**config.mk**
```make
export PLATFORM = sky130hd
export DESIGN_NAME = alu_op_sequencer
export DESIGN_NICKNAME = d
export VERILOG_FILES = /design/src/rtl/alu_op_sequencer.sv
export SDC_FILE = /design/constraint.sdc
export NUM_CORES = 1
export LEC_CHECK = 0
export CAP_MARGIN = 40
export CORE_MARGIN = 1
export CORE_UTILIZATION = 54
export CTS_BUF_LIST = sky130_fd_sc_hd__clkbuf_16
export CTS_CLUSTER_SIZE = 12
export DETAILED_ROUTE_END_ITERATION = 10
export GPL_ROUTABILITY_DRIVEN = 0
export PLACE_DENSITY = 0.95
export SLEW_MARGIN = 20
export SYNTH_ARGS = -nofsm -noshare
export SYNTH_HDL_FRONTEND = slang
export SYNTH_SLANG_ARGS = --single-unit
```
**constraint.sdc**
```tcl
create_clock -name clk -period 5.8 [get_ports clk]
set_input_delay 1.16 -clock clk [delete_from_list [all_inputs] [get_ports clk]]
set_output_delay 1.16 -clock clk [all_outputs]
set_load 0.01 [all_outputs]
```
**src/rtl/alu_op_sequencer.sv**
```systemverilog
// rtl/alu_op_sequencer.sv - sweeps the selected ALU codes over latched operands and streams each result
// Optional feature: define ALU_OP_SEQUENCER_CHECKSUM_EN to add the checksum output (XOR of handshaken results).
// Each op spends one cycle loading alu_a/alu_b/alu_code, then SETTLE_CYCLES cycles settling before capture,
// which gives SETTLE_CYCLES+1 cycles from an accepted start or a handshake to res_valid.

module alu_op_sequencer #(
   parameter int SETTLE_CYCLES = 1
) (
   input  logic       clk,
   input  logic       rst,
   input  logic       start,
   input  logic [3:0] a,
   input  logic [3:0] b,
   input  logic [7:0] op_mask,
   output logic [3:0] alu_a,
   output logic [3:0] alu_b,
   output logic [2:0] alu_code,
   input  logic [7:0] alu_result,
   output logic       res_valid,
   input  logic       res_ready,
   output logic [7:0] res_data,
   output logic [2:0] res_code,
   output logic       busy,
   output logic       done
`ifdef ALU_OP_SEQUENCER_CHECKSUM_EN
   ,
   output logic [7:0] checksum
`endif
);

   localparam logic [3:0] SETTLE_LAST = 4'(SETTLE_CYCLES);

   typedef enum logic [1:0] {
      IDLE   = 2'd0,
      DRIVE  = 2'd1,
      OUTPUT = 2'd2,
      DONE   = 2'd3
   } state_t;

   state_t     state_q, state_d;
   logic [3:0] a_q, a_d;
   logic [3:0] b_q, b_d;
   logic [7:0] rem_q, rem_d;       // mask bits not yet issued in this sweep
   logic [2:0] code_q, code_d;
   logic [3:0] cnt_q, cnt_d;
   logic [3:0] alu_a_q, alu_a_d;
   logic [3:0] alu_b_q, alu_b_d;
   logic [2:0] alu_code_q, alu_code_d;
   logic [7:0] res_data_q, res_data_d;
   logic [2:0] res_code_q, res_code_d;
   logic       res_valid_q, res_valid_d;
   logic       busy_q, busy_d;
   logic       done_q, done_d;
   logic [7:0] pick_src;
   logic [3:0] pick;               // {found, lowest set index}

   // Lowest set bit of a mask, so codes come out in ascending order.
   function automatic logic [3:0] first_set(input logic [7:0] m);
      logic [3:0] r;
      r = 4'd0;
      for (int i = 7; i >= 0; i--) begin
         if (m[i]) begin
            r = {1'b1, 3'(i)};
         end
      end
      return r;
   endfunction

   // Next-state and next-output computation for the sweep FSM.
   always_comb begin
      state_d     = state_q;
      a_d         = a_q;
      b_d         = b_q;
      rem_d       = rem_q;
      code_d      = code_q;
      cnt_d       = cnt_q;
      alu_a_d     = alu_a_q;
      alu_b_d     = alu_b_q;
      alu_code_d  = alu_code_q;
      res_data_d  = res_data_q;
      res_code_d  = res_code_q;
      pick_src    = (state_q == IDLE) ? op_mask : rem_q;
      pick        = first_set(pick_src);

      case (state_q)
         IDLE: begin
            if (start) begin
               a_d   = a;
               b_d   = b;
               cnt_d = 4'd0;
               rem_d = pick_src & ~(8'd1 << pick[2:0]);
               if (pick[3]) begin
                  code_d  = pick[2:0];
                  state_d = DRIVE;
               end else begin
                  rem_d   = 8'd0;
                  state_d = DONE;
               end
            end
         end
         DRIVE: begin
            if (cnt_q == 4'd0) begin
               alu_a_d    = a_q;
               alu_b_d    = b_q;
               alu_code_d = code_q;
            end
            if (cnt_q == SETTLE_LAST) begin
               res_data_d = alu_result;
               res_code_d = code_q;
               state_d    = OUTPUT;
            end else begin
               cnt_d = cnt_q + 4'd1;
            end
         end
         OUTPUT: begin
            if (res_ready) begin
               cnt_d = 4'd0;
               if (pick[3]) begin
                  code_d  = pick[2:0];
                  rem_d   = pick_src & ~(8'd1 << pick[2:0]);
                  state_d = DRIVE;
               end else begin
                  state_d = DONE;
               end
            end
         end
         DONE: begin
            state_d = IDLE;
         end
         default: begin
            state_d = IDLE;
         end
      endcase

      res_valid_d = (state_d == OUTPUT);
      busy_d      = (state_d != IDLE);
      done_d      = (state_d == DONE);
   end

   // State and registered outputs; reset aborts any sweep without a done pulse.
   always_ff @(posedge clk or posedge rst) begin
      if (rst) begin
         state_q     <= IDLE;
         a_q         <= 4'd0;
         b_q         <= 4'd0;
         rem_q       <= 8'd0;
         code_q      <= 3'd0;
         cnt_q       <= 4'd0;
         alu_a_q     <= 4'd0;
         alu_b_q     <= 4'd0;
         alu_code_q  <= 3'd0;
         res_data_q  <= 8'd0;
         res_code_q  <= 3'd0;
         res_valid_q <= 1'b0;
         busy_q      <= 1'b0;
         done_q      <= 1'b0;
      end else begin
         state_q     <= state_d;
         a_q         <= a_d;
         b_q         <= b_d;
         rem_q       <= rem_d;
         code_q      <= code_d;
         cnt_q       <= cnt_d;
         alu_a_q     <= alu_a_d;
         alu_b_q     <= alu_b_d;
         alu_code_q  <= alu_code_d;
         res_data_q  <= res_data_d;
         res_code_q  <= res_code_d;
         res_valid_q <= res_valid_d;
         busy_q      <= busy_d;
         done_q      <= done_d;
      end
   end

   assign alu_a     = alu_a_q;
   assign alu_b     = alu_b_q;
   assign alu_code  = alu_code_q;
   assign res_data  = res_data_q;
   assign res_code  = res_code_q;
   assign res_valid = res_valid_q;
   assign busy      = busy_q;
   assign done      = done_q;

`ifdef ALU_OP_SEQUENCER_CHECKSUM_EN
   logic [7:0] chk_q, chk_d;

   // Checksum restarts on an accepted start and folds in every handshaken result.
   always_comb begin
      chk_d = chk_q;
      if (state_q == IDLE && start) begin
         chk_d = 8'd0;
      end else if (state_q == OUTPUT && res_ready) begin
         chk_d = chk_q ^ res_data_q;
      end
   end

   // Checksum register.
   always_ff @(posedge clk or posedge rst) begin
      if (rst) begin
         chk_q <= 8'd0;
      end else begin
         chk_q <= chk_d;
      end
   end

   assign checksum = chk_q;
`endif

endmodule

```
==> flow_metrics.py <==
metrics = {
    "global_routing": {
        "grt-ovfl-total": 0,
        "grt_pass1_vias": 1691,
        "antenna_found_initial": 0,
        "grt_pass1_wl_mm": 8.114,
        "grt_max_degree": 28,
        "grt_usage_pct": 24.67,
    },
    "place": {
        "post-place-cells": 290,
        "placed_cell_area_sq_um": 2888,
        "preCtsSetupSlack_ns": 2.155,
        "port_buffers": 52,
        "post-dp-hpwl_mm": 3.538,
    },
    "synth": {
        "yosys-top-cells-area": "dfrtp_1, mux2_2, nor2_1",
        "synth_edf_count": 0,
        "yosysTopAreaCellShare_pct": 53.68,
        "synth.distinct_cells": 47,
        "synth_area_sq_um": 2331,
        "ys_warn_count": 0,
        "ys_seq_area_share_pct": 53.68,
        "synth_ff_type": "dfrtp_1",
        "syn_inst": 195,
        "async_flop_share_pct": 100.0,
        "synth_nets": 226,
        "yosysTopAreaCell": "dfrtp_1",
        "avgSynthCellArea_sq_um": 11.95,
        "yosys_register_bits": 50,
    },
    "finish": {
        "area_delta_synth_final_pct": 31.29,
        "nets": 278,
        "fin_area_sq_um": 3060,
        "antennaDiodeCount": 0,
        "final_common_cell": "clkdlybuf4s50_1",
        "final_cell_mix": "clkdlybuf4s50_1, dfrtp_1, mux2_2",
        "post_route_cells_drive_above_1_share_pct": 18.55,
        "finalNonFillerCells": 298,
    },
    "flow_run": {
        "maxCapViolations": 0,
    },
    "power_and_ir_drop": {
        "p_leak_nw": 1.292,
        "p_per_area_nw_per_um2": 585.6,
        "worst_ir_drop_vdd_mv": 0.3853,
        "finalPower_mw": 1.792,
    },
    "clock_tree": {
        "clkSlewWorstSetupHoldPaths_ns": 0.07,
        "clock-root-buffer": "clkbuf_16",
        "cts_buffers": 5,
        "ctsHtreeMaxLevel": 2,
        "clockBufferDepth": 2,
        "cts_tree": "built",
        "cts_setup_buffers": 0,
        "clock_sinks": 50,
        "cts_resized": 0,
        "holdBufCountCts": 0,
        "clock_latency_ns": 0.29,
    },
    "critical_path": {
        "reg2reg_depth": 6,
        "cp_data_required_time_ns": 5.98,
        "path_cells": "clkdlybuf4s50_1 -> or4_1 -> o31a_2 -> o41ai_4 -> a21oi_1 -> a31o_1",
        "critPathMaxFanout": 16,
        "crit_type": "in2reg",
        "worst_r2r_endpoint": "rem_q[1]",
        "r2r_setup_slack_ns": 3.09,
        "reg2reg_from": "state_q[1]",
        "cpPeakStageDelay_ns": 0.81,
        "end_kind": "register",
        "crit_slowest_cell": "o41ai_4",
        "cp-start-kind": "input pin",
        "cp.arrival_ns": 3.57,
    },
    "floorplan": {
        "die_h_um": 67.70,
        "initial_utilization_pct": 57.04,
        "core-area_sq_um": 4086,
        "rows": 23,
        "dieWidth_um": 67.70,
        "die_area_sq_um": 4583,
        "ios": 53,
    },
    "timing": {
        "setup-violations-final": 0,
        "setup_tns_ns": 0,
        "drv_slew": 0,
        "worstMarginPinSlew_ns": 0.9010,
        "timing.final.ws_setup_ns": 2.409,
        "period_minus_slack_ns": 3.391,
        "post-route-period-util_pct": 58.47,
        "finClkSkew_ns": 0.006420,
        "slew_headroom_pct": 39.42,
        "max_freq_mhz": 294.9,
        "rsz0062_at_grt": "false",
        "finalHoldViolCount": 0,
    },
    "run_status": {
        "status": "finished clean",
    },
    "min_path": {
        "min_from": "b_q[3]",
        "hp-class": "reg2reg",
        "min_to": "b_q[3]",
        "worstHoldPathCells": 1,
    },
    "routing": {
        "wl_mm": 5.030,
        "drt_pre_antenna_iters": 4,
        "drt_iter0_drc": 217,
        "vias_per_cell": 5.926,
        "drc": 0,
        "ant_nets": 0,
        "wire_per_inst_um": 16.88,
        "vias": 1766,
    },
}
-- how the worst max path moves through the flow --
stage	from	slack, ns	endpoint
final	op_mask[3]	2.41	rem_q[1]
after global routing	op_mask[3]	2.33	rem_q[5]
after CTS	op_mask[3]	2.47	rem_q[5]
after detailed placement	op_mask[3]	2.16	rem_q[5]
after global placement	op_mask[3]	2.23	rem_q[5]
after floorplan	op_mask[0]	3.04	rem_q[5]
-- through the flow --
| stage | utilization (%) | hold WS [ns] |
|---|---|---|
| detailed placement | 70.67 | 0.4775 |
| global route | 74.89 | 0.5141 |
| global placement | 69.99 | 0.4651 |
| finish | 74.89 | 0.4851 |
| CTS | 74.89 | 0.4935 |
| floorplan | - | 0.4602 |
-- state kept, by name, indices dropped and copies added, names as in the netlist --
name and flops:
alu_b 4, res_valid 1, b_q 4, a_q 4, code_q 3, busy 1
state_q 2, alu_code 3, rem_q 8, res_data 8, res_code 3, alu_a 4
done 1, cnt_q 4
-- cell usage after synthesis, drive strengths merged (2+ instances only) --
master	count
o31ai	8
o211ai	2
mux2	30
nor3	4
o31a	4
or4	4
nor2	17
and4	2
o41ai	4
or2	3
nand3	10
nand2	7
inv	6
dfrtp	50
o21bai	2
nand4	2
a21oi	3
buf	8
ha	3
o21ai	7
-- critical path: cells and delay by family --
| kind | cells | cell delay, ns |
|---|---|---|
| AOI/OAI and AO/OA | 4 | 1.41 |
| buffers and inverters | 1 | 0.44 |
| and+or+nand+nor | 1 | 0.56 |
-- layout make-up --
type,instances,area (sq um)
clock buffer,5,125.1
multi-input combinational,130,1003
fill,255,1026
tap,50,62.56
clock inverter,3,47.55
timing repair buffer,54,548.0
inverter,6,22.52
sequential,50,1251
-- kinds of logic after synthesis --
kind of cell	count (synthesis)	share of synthesized area [%]
muxes	31	14.92
buffers and inverters	15	3.274
and+or+nand+nor	57	13.10
AOI/OAI and AO/OA	37	12.67
DFF	50	53.68
adders and majority gates	3	1.610
xor gates and xnor gates	2	0.7516
-- per-layer routing --
layer	global-route usage [%]	part of all wire, %	wire length (um)
met3	7.939	6.7	338
met4	9.840	2.6	133
met2	39.36	50	2535
met1	30.80	40	2022
met5	0	0	0
-- report_power, final --
part	switching, mW	internal (mW)	total (mW)
clock	0.130	0.206	0.336
combinational	0.400	0.426	0.826
sequential	0.115	0.515	0.630
(Power assumes the default switching activity.)
